### config.mk
export PLATFORM = sky130hd
export DESIGN_NAME = key_event_scheduler_flat
export DESIGN_NICKNAME = d
export VERILOG_FILES = /design/src/rtl/key_event_scheduler_if.sv /design/src/rtl/key_event_scheduler.sv /design/src/flat_wrapper.sv
export SDC_FILE = /design/constraint.sdc
export NUM_CORES = 1
export LEC_CHECK = 0
export CAP_MARGIN = 5
export CORE_ASPECT_RATIO = 0.7
export CORE_MARGIN = 3
export CORE_UTILIZATION = 45
export DETAILED_ROUTE_END_ITERATION = 7
export PLACE_DENSITY = 0.67
export REMOVE_ABC_BUFFERS = 1
export SYNTH_ARGS = -nofsm -noshare
export SYNTH_HDL_FRONTEND = slang
export SYNTH_SLANG_ARGS = --single-unit
export TNS_END_PERCENT = 5
### constraint.sdc
create_clock -name clk -period 6.23 [get_ports clk]
set_clock_uncertainty 0.15 [all_clocks]
set_input_delay 1.869 -clock clk [delete_from_list [all_inputs] [get_ports clk]]
set_output_delay 1.869 -clock clk [all_outputs]
set_load 0.02 [all_outputs]
### src/rtl/key_event_scheduler_if.sv
`default_nettype none
// ============================================================================
//  Module   : key_event_scheduler_if
//  Brief    : Key inputs and LED/status outputs of the key event scheduler.
//  Revision : 1.0 - initial release
// ============================================================================
interface key_event_scheduler_if #(
    parameter int FIFO_DEPTH = 4
);
    logic [3:0]                  key_n;
    logic [2:0]                  led_rgb;
    logic                        busy;
    logic [$clog2(FIFO_DEPTH):0] fifo_level;
    logic                        drop;

    modport master (output key_n, input led_rgb, busy, fifo_level, drop);
    modport slave  (input key_n, output led_rgb, busy, fifo_level, drop);
endinterface
`default_nettype wire

### src/rtl/key_event_scheduler.sv
`default_nettype none
// ============================================================================
//  Module   : key_event_scheduler
//  Brief    : Round-robin key press arbiter feeding an event FIFO that is
//             played back as timed RGB blink sequences.
//             Optional: KEY_SCHED_ABORT_EN makes key 3 an abort/flush key.
//  Revision : 1.0 - initial release
// ============================================================================
module key_event_scheduler #(
    parameter int FIFO_DEPTH   = 4,
    parameter int BLINK_CYCLES = 25000000,
    parameter int BLINK_COUNT  = 3
) (
    input  logic                 clk,
    input  logic                 rst_n,
    key_event_scheduler_if.slave bus
);
    localparam int c_ptr_w = $clog2(FIFO_DEPTH);
    localparam int c_lvl_w = c_ptr_w + 1;
    localparam int c_cyc_w = (BLINK_CYCLES > 1) ? $clog2(BLINK_CYCLES) : 1;
    localparam int c_blk_w = $clog2(BLINK_COUNT + 1);

    localparam logic [c_lvl_w-1:0] c_depth    = c_lvl_w'(FIFO_DEPTH);
    localparam logic [c_cyc_w-1:0] c_cyc_last = c_cyc_w'(BLINK_CYCLES - 1);
    localparam logic [c_blk_w-1:0] c_blk_last = c_blk_w'(BLINK_COUNT - 1);

    typedef enum logic [1:0] {
        S_IDLE = 2'd0,
        S_LOAD = 2'd1,
        S_ON   = 2'd2,
        S_OFF  = 2'd3
    } state_t;

    logic [3:0]         r_key_prev;
    logic               r_armed;
    logic [3:0]         w_press;
    logic [3:0]         r_pending;
    logic [1:0]         r_rr;
    logic               r_drop;
    logic               w_grant_valid;
    logic [1:0]         w_grant_id;
    logic [3:0]         w_grant_mask;
    logic               w_abort;
    logic               w_push;
    logic               w_pop;
    logic               w_full;
    logic               w_empty;

    logic [1:0]         r_mem [FIFO_DEPTH];
    logic [c_ptr_w-1:0] r_wr_ptr;
    logic [c_ptr_w-1:0] r_rd_ptr;
    logic [c_lvl_w-1:0] r_level;

    state_t             r_state;
    state_t             w_next;
    logic [c_cyc_w-1:0] r_cyc;
    logic [c_blk_w-1:0] r_blinks;
    logic               w_phase_done;
    logic [1:0]         r_id;
    logic [2:0]         r_colour;

    // The first cycle after reset only loads key_prev, so a key held low
    // across reset release is taken as already pressed rather than a new press.
    assign w_press = r_armed ? (r_key_prev & ~bus.key_n) : 4'b0000;

`ifdef KEY_SCHED_ABORT_EN
    assign w_abort = w_press[3];
`else
    assign w_abort = 1'b0;
`endif

    assign w_full       = (r_level == c_depth);
    assign w_empty      = (r_level == '0);
    assign w_push       = w_grant_valid & ~w_abort;
    assign w_grant_mask = w_grant_valid ? (4'b0001 << w_grant_id) : 4'b0000;

    // Scan downward so the nearest pending index at or after r_rr wins.
    always_comb begin
        w_grant_valid = 1'b0;
        w_grant_id    = r_rr;
        if (!w_full) begin
            for (int k = 3; k >= 0; k--) begin
                if (r_pending[r_rr + 2'(k)]) begin
                    w_grant_valid = 1'b1;
                    w_grant_id    = r_rr + 2'(k);
                end
            end
        end
    end

    always_ff @(posedge clk or negedge rst_n) begin
        if (!rst_n) begin
            r_key_prev <= 4'b1111;
            r_armed    <= 1'b0;
            r_pending  <= 4'b0000;
            r_rr       <= 2'd0;
            r_drop     <= 1'b0;
        end else begin
            r_key_prev <= bus.key_n;
            r_armed    <= 1'b1;
            if (w_abort) begin
                r_pending <= 4'b0000;
                r_drop    <= 1'b0;
            end else begin
                r_pending <= (r_pending & ~w_grant_mask) | (w_press & ~r_pending);
                r_drop    <= |(w_press & r_pending);
                if (w_grant_valid) begin
                    r_rr <= w_grant_id + 2'd1;
                end
            end
        end
    end

    always_ff @(posedge clk) begin
        if (w_push) begin
            r_mem[r_wr_ptr] <= w_grant_id;
        end
    end

    always_ff @(posedge clk or negedge rst_n) begin
        if (!rst_n) begin
            r_wr_ptr <= '0;
            r_rd_ptr <= '0;
            r_level  <= '0;
        end else if (w_abort) begin
            r_wr_ptr <= '0;
            r_rd_ptr <= '0;
            r_level  <= '0;
        end else begin
            if (w_push) begin
                r_wr_ptr <= r_wr_ptr + c_ptr_w'(1);
            end
            if (w_pop) begin
                r_rd_ptr <= r_rd_ptr + c_ptr_w'(1);
            end
            case ({w_push, w_pop})
                2'b10:   r_level <= r_level + c_lvl_w'(1);
                2'b01:   r_level <= r_level - c_lvl_w'(1);
                default: r_level <= r_level;
            endcase
        end
    end

    always_comb begin
        w_next       = r_state;
        w_pop        = 1'b0;
        w_phase_done = (r_cyc == c_cyc_last);
        case (r_state)
            S_IDLE: begin
                if (!w_empty) begin
                    w_pop  = 1'b1;
                    w_next = S_LOAD;
                end
            end
            S_LOAD:  w_next = S_ON;
            S_ON: begin
                if (w_phase_done) begin
                    w_next = S_OFF;
                end
            end
            S_OFF: begin
                if (w_phase_done) begin
                    w_next = (r_blinks == c_blk_last) ? S_IDLE : S_ON;
                end
            end
            default: w_next = S_IDLE;
        endcase
        if (w_abort) begin
            w_next = S_IDLE;
            w_pop  = 1'b0;
        end
    end

    always_ff @(posedge clk or negedge rst_n) begin
        if (!rst_n) begin
            r_state  <= S_IDLE;
            r_cyc    <= '0;
            r_blinks <= '0;
            r_id     <= 2'd0;
            r_colour <= 3'b000;
        end else begin
            r_state <= w_next;
            if (w_pop) begin
                r_id <= r_mem[r_rd_ptr];
            end
            if (r_state == S_LOAD) begin
                r_cyc    <= '0;
                r_blinks <= '0;
                case (r_id)
                    2'd0:    r_colour <= 3'b100;
                    2'd1:    r_colour <= 3'b010;
                    2'd2:    r_colour <= 3'b001;
                    default: r_colour <= 3'b111;
                endcase
            end else if (r_state == S_ON || r_state == S_OFF) begin
                r_cyc <= w_phase_done ? '0 : r_cyc + c_cyc_w'(1);
                if (r_state == S_OFF && w_phase_done) begin
                    r_blinks <= r_blinks + c_blk_w'(1);
                end
            end
        end
    end

    assign bus.led_rgb    = (r_state == S_ON) ? r_colour : 3'b000;
    assign bus.busy       = (r_state != S_IDLE);
    assign bus.fifo_level = r_level;
    assign bus.drop       = r_drop;
endmodule
`default_nettype wire

### src/flat_wrapper.sv
// flat-port wrapper written by rule: the top's interface ports become plain ports
module key_event_scheduler_flat 
#(
    parameter int FIFO_DEPTH   = 4,
    parameter int BLINK_CYCLES = 25000000,
    parameter int BLINK_COUNT  = 3
)
  (clk, rst_n, bus_key_n, bus_led_rgb, bus_busy, bus_fifo_level, bus_drop);
  key_event_scheduler_if #(.FIFO_DEPTH(FIFO_DEPTH)) bus_i ();
  input  logic clk;
  input  logic rst_n;
  input wire logic [$bits(bus_i.key_n)-1:0] bus_key_n;
  output wire logic [$bits(bus_i.led_rgb)-1:0] bus_led_rgb;
  output wire logic [$bits(bus_i.busy)-1:0] bus_busy;
  output wire logic [$bits(bus_i.fifo_level)-1:0] bus_fifo_level;
  output wire logic [$bits(bus_i.drop)-1:0] bus_drop;
  assign bus_i.key_n = bus_key_n;
  assign bus_led_rgb = bus_i.led_rgb;
  assign bus_busy = bus_i.busy;
  assign bus_fifo_level = bus_i.fifo_level;
  assign bus_drop = bus_i.drop;
  key_event_scheduler #(.FIFO_DEPTH(FIFO_DEPTH), .BLINK_CYCLES(BLINK_CYCLES), .BLINK_COUNT(BLINK_COUNT)) u_core (.clk(clk), .rst_n(rst_n), .bus(bus_i));
endmodule
==> results.sh, run 1 <==
export IMPL_drt_iter0_markers=138
export IMPL_clock_latency_ns=0.34
export IMPL_rsz0062_at_grt="false"
export IMPL_grt_use_total=0.173
export IMPL_initial_utilization=0.475
export IMPL_avgSynthCellArea_sq_um=10.1
export IMPL_grt_pass1_wl_mm=11.3
export IMPL_crit_family="buffers and inverters"
export IMPL_area_growth_pct=12.5
export IMPL_dpl_hpwl_mm=4.30
export IMPL_htree_levels=3
export IMPL_antenna_found_initial=0
export IMPL_slowest_delay_ns=0.66
export IMPL_ctsResizeCount=0
export IMPL_syn_cell_area_sq_mm=0.00328
export IMPL_setup_viol=0
export IMPL_synth_area_leaders="dfrtp_1 37%, edfxtp_1 7.3%, ha_1 5.3%"
export IMPL_worst_pin_slew_ns=0.849
export IMPL_fmax_mhz=234
export IMPL_overflow=0
export IMPL_layout_common_cells="49 x dfrtp_1, 43 x nand2_1, 24 x a31oi_1, 18 x o21ai_0, 16 x inv_1"
export IMPL_diodes=0
export IMPL_yosysSeqAreaShare=0.479
export IMPL_synthArstFlopShare=0.869
export IMPL_critPathCaptureType="output port"
export IMPL_post_cts_buffers=0
export IMPL_multi_input_area_sq_mm=0.00154
export IMPL_wl_per_cell_um=14.4
export IMPL_synthFlopType="dfrtp_1"
export IMPL_power_mw=1.63
export IMPL_crit_chain="nor2_1, clkinv_1, clkdlybuf4s50_1"
export IMPL_slew_viol_final=0
export IMPL_synth_cells=326
export IMPL_clk_pin_slew_ns=0.07
export IMPL_slowest_stage="nor2_1"
export IMPL_first_pass_iters=4
export IMPL_slew_headroom=0.432
export IMPL_core_sq_mm=0.00691
export IMPL_crit_path_max_fanout=12
export IMPL_setup_tns_ns=0
export IMPL_drt_total_wl_mm=6.28
export IMPL_cts_sinks=61
export IMPL_grt_pass1_vias=2346
export IMPL_synth_top_area_cell="dfrtp_1"
export IMPL_fp_dieH_um=77.4
export IMPL_final_common_cell="dfrtp_1"
export IMPL_synth_edf_count=8
export IMPL_via_count=2454
export IMPL_die_w_um=108
export IMPL_placed_cell_area_sq_mm=0.00344
export IMPL_min_period_ns=4.27
export IMPL_hp_class="reg -> reg"
export IMPL_placementRows=25
export IMPL_design_area_sq_mm=0.00369
export IMPL_dieArea_sq_mm=0.00837
export IMPL_nFillCells=620
export IMPL_cts_tree="yes"
export IMPL_cts_buffers_inserted=9
export IMPL_gp_congestion=0.807
export IMPL_cts_hold_buf=0
export IMPL_pwr_density_cell_mw_per_mm2=443
export IMPL_peakVddDrop_v=0.000170
export IMPL_rrSetupSlack_ns=2.96
export IMPL_ant_nets=0
export IMPL_grt_max_degree=54
export IMPL_final_nets=358
export IMPL_drc=0
export IMPL_cts_root_buf="clkbuf_8"
export IMPL_critPathKind="reg -> out"
export IMPL_yosysWarnings=0
export IMPL_drive_gt1_frac=0.111
export IMPL_synth_seq_cells=61
export IMPL_post_route_period_util=0.686
export IMPL_critPathBufInv=2
export IMPL_synth_cell_type_count=59
export IMPL_viasPerCell=5.63
export IMPL_io_buffers=13
export IMPL_crit_required_ns=4.21
export IMPL_critPathLaunchType="flop"
export IMPL_hold_violations=0
export IMPL_synth_top_area_frac=0.374
export IMPL_drv_cap=0
export IMPL_cts_buffer_depth=2
export IMPL_leakagePower_nw=1.60
export IMPL_arrival_ns=2.26
export IMPL_regArea_sq_mm=0.00157
export IMPL_run_status="completed"
export IMPL_io_pins=14
per-stage QoR:
step,setup slack (ns),instances,hold slack [ns],utilization
after floorplan,2.82,311,0.293,-
after global placement,2.37,420,0.314,0.497
after detailed placement,2.29,420,0.319,0.497
after CTS,1.91,436,0.334,0.534
after global routing,1.75,436,0.361,0.534
final,1.96,436,0.332,0.534
tightest hold or removal path, stage by stage (launching register included):
cell     delay, ns
dfrtp_1       0.34
nand2_1       0.05
o21ai_0       0.06
area by class of cell:
class	count	area share
sequential	61	0.426
clock inverter	2	0.0163
multi-input combinational	232	0.417
inverter	18	0.0183
clock buffer	14	0.0526
timing repair buffer	15	0.0380
tap	94	0.0319
Yosys cell counts (3+ instances only):
cell and n:
a21oi_1 14, a31oi_1 24, a41oi_1 4, and2_1 6, and3_1 8, and4_1 4, buf_2 4, buf_6 5
clkbuf_1 5, dfrtp_1 49, dfstp_2 4, edfxtp_1 8, ha_1 14, inv_1 16, mux2_2 3, nand2_1 43
nand3_1 10, nand4_1 6, nor2_1 15, nor2b_1 5, o21ai_0 18, o22ai_1 3, o31ai_1 3, xnor2_1 7
xor2_1 3
sequential cells by signal (all words and copies together), names as in the netlist:
name / cells
u_core.r_id: 2
u_core.bus.drop: 1
u_core.r_blinks: 2
u_core.bus.fifo_level: 3
u_core.r_colour: 3
u_core.r_key_prev: 4
u_core.r_pending: 4
u_core.r_state: 2
u_core.r_mem: 8
u_core.r_wr_ptr: 2
u_core.r_rd_ptr: 2
u_core.r_rr: 2
u_core.r_cyc: 25
u_core.r_armed: 1
per-layer routing:
layer | vias to the layer above | wire (um) | GRT usage
li1 | 1200 | - | -
met1 | 1187 | 3170 | 0.252
met2 | 61 | 2670 | 0.243
met4 | 0 | 47 | 0.0479
met5 | - | 0 | 0
met3 | 6 | 394 | 0.0640
report_power, final:
part | internal (mW) | total (mW) | switching, mW | leakage (nW)
Combinational | 0.241 | 0.507 | 0.266 | 0.731
Sequential | 0.550 | 0.693 | 0.143 | 0.742
Clock | 0.283 | 0.433 | 0.151 | 0.128
logic make-up after synthesis:
kind of cell | Yosys count | synth area share
simple gates | 114 | 0.185
compound gates | 86 | 0.170
flops | 61 | 0.479
buf+inv | 33 | 0.0519
fa+ha+maj | 15 | 0.0595
xor+xnor | 10 | 0.0267
mux | 6 | 0.0271
other cells | 1 | 0.00114
worst paths after layout:
path | depth (start not counted) | start | endpoint
hold reg to reg | 2 | u_core.r_colour[1]$_DFFE_PN0P_ | u_core.r_colour[1]$_DFFE_PN0P_
setup reg to reg | 10 | u_core.r_state[1]$_DFFE_PN0P_ | u_core.bus.fifo_level[2]$_DFFE_PN0P_
min in group asynchronous | 2 | rst_n | u_core.r_cyc[22]$_DFFE_PN0N_
hold / removal | 2 | u_core.r_colour[1]$_DFFE_PN0P_ | u_core.r_colour[1]$_DFFE_PN0P_
setup / recovery | 3 | u_core.r_state[1]$_DFFE_PN0P_ | bus_busy
max in group asynchronous | 2 | rst_n | u_core.r_cyc[8]$_DFFE_PN0N_
(Power assumes the default switching activity.)
==> run 2, diff against run 1 <==
--- a/config.mk
+++ b/config.mk
@@ -10,7 +10,7 @@
 export CORE_MARGIN = 3
 export CORE_UTILIZATION = 45
 export DETAILED_ROUTE_END_ITERATION = 7
-export PLACE_DENSITY = 0.67
+export PLACE_DENSITY = 0.69
 export REMOVE_ABC_BUFFERS = 1
 export SYNTH_ARGS = -nofsm -noshare
 export SYNTH_HDL_FRONTEND = slang
==> constraint.sdc (replaced) <==
create_clock -name clk -period 3.8 [get_ports clk]
set_clock_uncertainty 0.15 [all_clocks]
set_input_delay 1.14 -clock clk [delete_from_list [all_inputs] [get_ports clk]]
set_output_delay 1.14 -clock clk [all_outputs]
set_load 0.02 [all_outputs]
==> run 2 against run 1 <==
  * Non-clock buffer count is 2 higher
  * Combinational power up 67%
  * Setup slack worse by 1.2 ns
  * Largest power group unchanged
  * Worst hold slack improved by 0.0038 ns
  * Cell count increased by 0.46%
  * First-iteration DRC count increased by 22%
  * Flip-flop and latch count unchanged
  * Critical endpoint unchanged
==> results.sh, run 2 (synthesis gave the netlist of run 1 again) <==
export IMPL_crit_path_max_fanout=9
export IMPL_post_cts_buffers=0
export IMPL_arrival_ns=1.78
export IMPL_drc=0
export IMPL_pwr_density_cell_mw_per_mm2=700
export IMPL_fp_dieH_um=77.4
export IMPL_slowest_stage="clkdlybuf4s50_1"
export IMPL_crit_family="buffers and inverters"
export IMPL_fmax_mhz=325
export IMPL_seqPwrFrac=0.443
export IMPL_combPwrFrac=0.333
export IMPL_setup_tns_ns=0
export IMPL_largest_register="u_core.r_cyc"
export IMPL_grt_pass1_wl_mm=11.2
export IMPL_setup_viol=0
export IMPL_placementRows=25
export IMPL_slew_viol_final=0
export IMPL_critPathLaunchType="flop"
export IMPL_final_cells=438
export IMPL_cts_sinks=61
export IMPL_regArea_sq_mm=0.00157
export IMPL_cts_hold_buf=0
export IMPL_cts_buffers_inserted=9
export IMPL_cts_tree="yes"
export IMPL_final_nets=360
export IMPL_wl_per_cell_um=14.9
export IMPL_critPathCaptureType="output port"
export IMPL_power_mw=2.55
export IMPL_hp_class="reg -> reg"
export IMPL_slowest_delay_ns=0.59
export IMPL_largest_register_ffs=25
export IMPL_critPathBufInv=2
export IMPL_placed_cell_area_sq_mm=0.00345
export IMPL_io_pins=14
export IMPL_overflow=0
export IMPL_hold_violations=0
export IMPL_clk_pin_slew_ns=0.07
export IMPL_crit_chain="nor2_1, clkinv_1, clkdlybuf4s50_1"
export IMPL_nFillCells=619
export IMPL_drv_cap=0
export IMPL_antenna_found_initial=0
export IMPL_dpl_hpwl_mm=4.52
export IMPL_power_switching_share=0.364
export IMPL_rsz0062_at_grt="false"
export IMPL_drt_iter0_markers=169
export IMPL_final_common_cell="dfrtp_1"
export IMPL_viasPerCell=5.55
export IMPL_dieArea_sq_mm=0.00837
export IMPL_hold_slack_ns=0.336
export IMPL_crit_required_ns=2.51
export IMPL_top_regs="u_core.r_cyc: 25 flops, u_core.r_mem: 8 flops"
export IMPL_design_area_sq_mm=0.00364
export IMPL_htree_levels=3
export IMPL_post_route_period_util=0.809
export IMPL_critPathKind="reg -> out"
export IMPL_drive_gt1_frac=0.110
export IMPL_slew_headroom=0.382
export IMPL_dpl_cell_count=422
export IMPL_grt_pass1_vias=2290
export IMPL_first_pass_iters=4
export IMPL_min_period_ns=3.07
export IMPL_gp_congestion=0.838
export IMPL_peakVddDrop_v=0.000437
export IMPL_die_w_um=108
export IMPL_p_clk_frac=0.225
export IMPL_ctsResizeCount=0
export IMPL_initial_utilization=0.475
export IMPL_layout_common_cells="49 x dfrtp_1, 43 x nand2_1, 24 x a31oi_1, 18 x o21ai_0, 16 x inv_1"
export IMPL_ant_nets=0
export IMPL_area_growth_pct=11.1
export IMPL_io_buffers=13
export IMPL_leakagePower_nw=1.57
export IMPL_via_count=2430
export IMPL_power_switching_mw=0.930
export IMPL_internal_power_mw=1.62
export IMPL_run_status="completed"
export IMPL_diodes=0
export IMPL_drt_total_wl_mm=6.52
export IMPL_clock_latency_ns=0.35
export IMPL_cts_buffer_depth=2
export IMPL_grt_use_total=0.170
export IMPL_cts_root_buf="clkbuf_8"
export IMPL_grt_max_degree=38
export IMPL_worst_pin_slew_ns=0.919
export IMPL_core_sq_mm=0.00691
export IMPL_multi_input_area_sq_mm=0.00154
-- run 2: changes by cell type in the layout (fill, tap and decap cells not counted) --
cell        delta
clkinvlp_4     +2
buf_4          +2
clkbuf_1       +2
bufinv_16      -1
clkbuf_8       -2
clkbuf_16      -1
-- run 2: area by class of cell --
class                      instances  share of cell area
tap                               94              0.0323
inverter                          18              0.0185
clock inverter                     3              0.0124
multi-input combinational        232               0.422
clock buffer                      13              0.0409
sequential                        61               0.431
timing repair buffer              17              0.0426
-- run 2: stage by stage --
| step | setup WS, ns | util |
|---|---|---|
| 2_1_floorplan | 0.697 | - |
| 3_3_place_gp | 1.13 | 0.499 |
| 3_5_place_dp | 1.10 | 0.499 |
| 4_1_cts | 0.710 | 0.527 |
| 5_1_grt | 0.590 | 0.527 |
| 6_report | 0.726 | 0.527 |
-- run 2: path summary, 6_finish.rpt --
check / from / end / slack, ns / depth (start not counted)
setup / recovery: u_core.r_state[1]$_DFFE_PN0P_ / bus_busy / 0.73 / 3
hold / removal: u_core.r_cyc[22]$_DFFE_PN0N_ / u_core.r_cyc[22]$_DFFE_PN0N_ / 0.34 / 1
setup reg to reg: u_core.r_state[1]$_DFFE_PN0P_ / u_core.bus.fifo_level[2]$_DFFE_PN0P_ / 1.16 / 9
hold reg to reg: u_core.r_cyc[22]$_DFFE_PN0N_ / u_core.r_cyc[22]$_DFFE_PN0N_ / 0.34 / 1
max in group asynchronous: rst_n / u_core.r_key_prev[0]$_DFF_PN1_ / 2.28 / 2
min in group asynchronous: rst_n / u_core.r_blinks[0]$_DFFE_PN0P_ / 0.51 / 1
-- run 2: layer usage --
metal  global-route usage  up-vias  share of wire
li1                     -     1206              -
met1                0.260     1170           0.53
met2                0.227       46           0.41
met3               0.0640        8          0.047
met4               0.0378        0          0.011
met5                    0        -              0
-- run 2: power by group through the flow --
| stage | clock network (mW) | registers [mW] | logic, mW |
|---|---|---|---|
| 4_1_cts | 0.592 | 1.13 | 0.858 |
| 3_3_place_gp | 0 | 1.13 | 0.822 |
| 3_5_place_dp | 0 | 1.14 | 0.855 |
| 6_report | 0.574 | 1.13 | 0.849 |
| 5_1_grt | 0.625 | 1.17 | 0.965 |
| 2_1_floorplan | 0 | 1.10 | 0.613 |
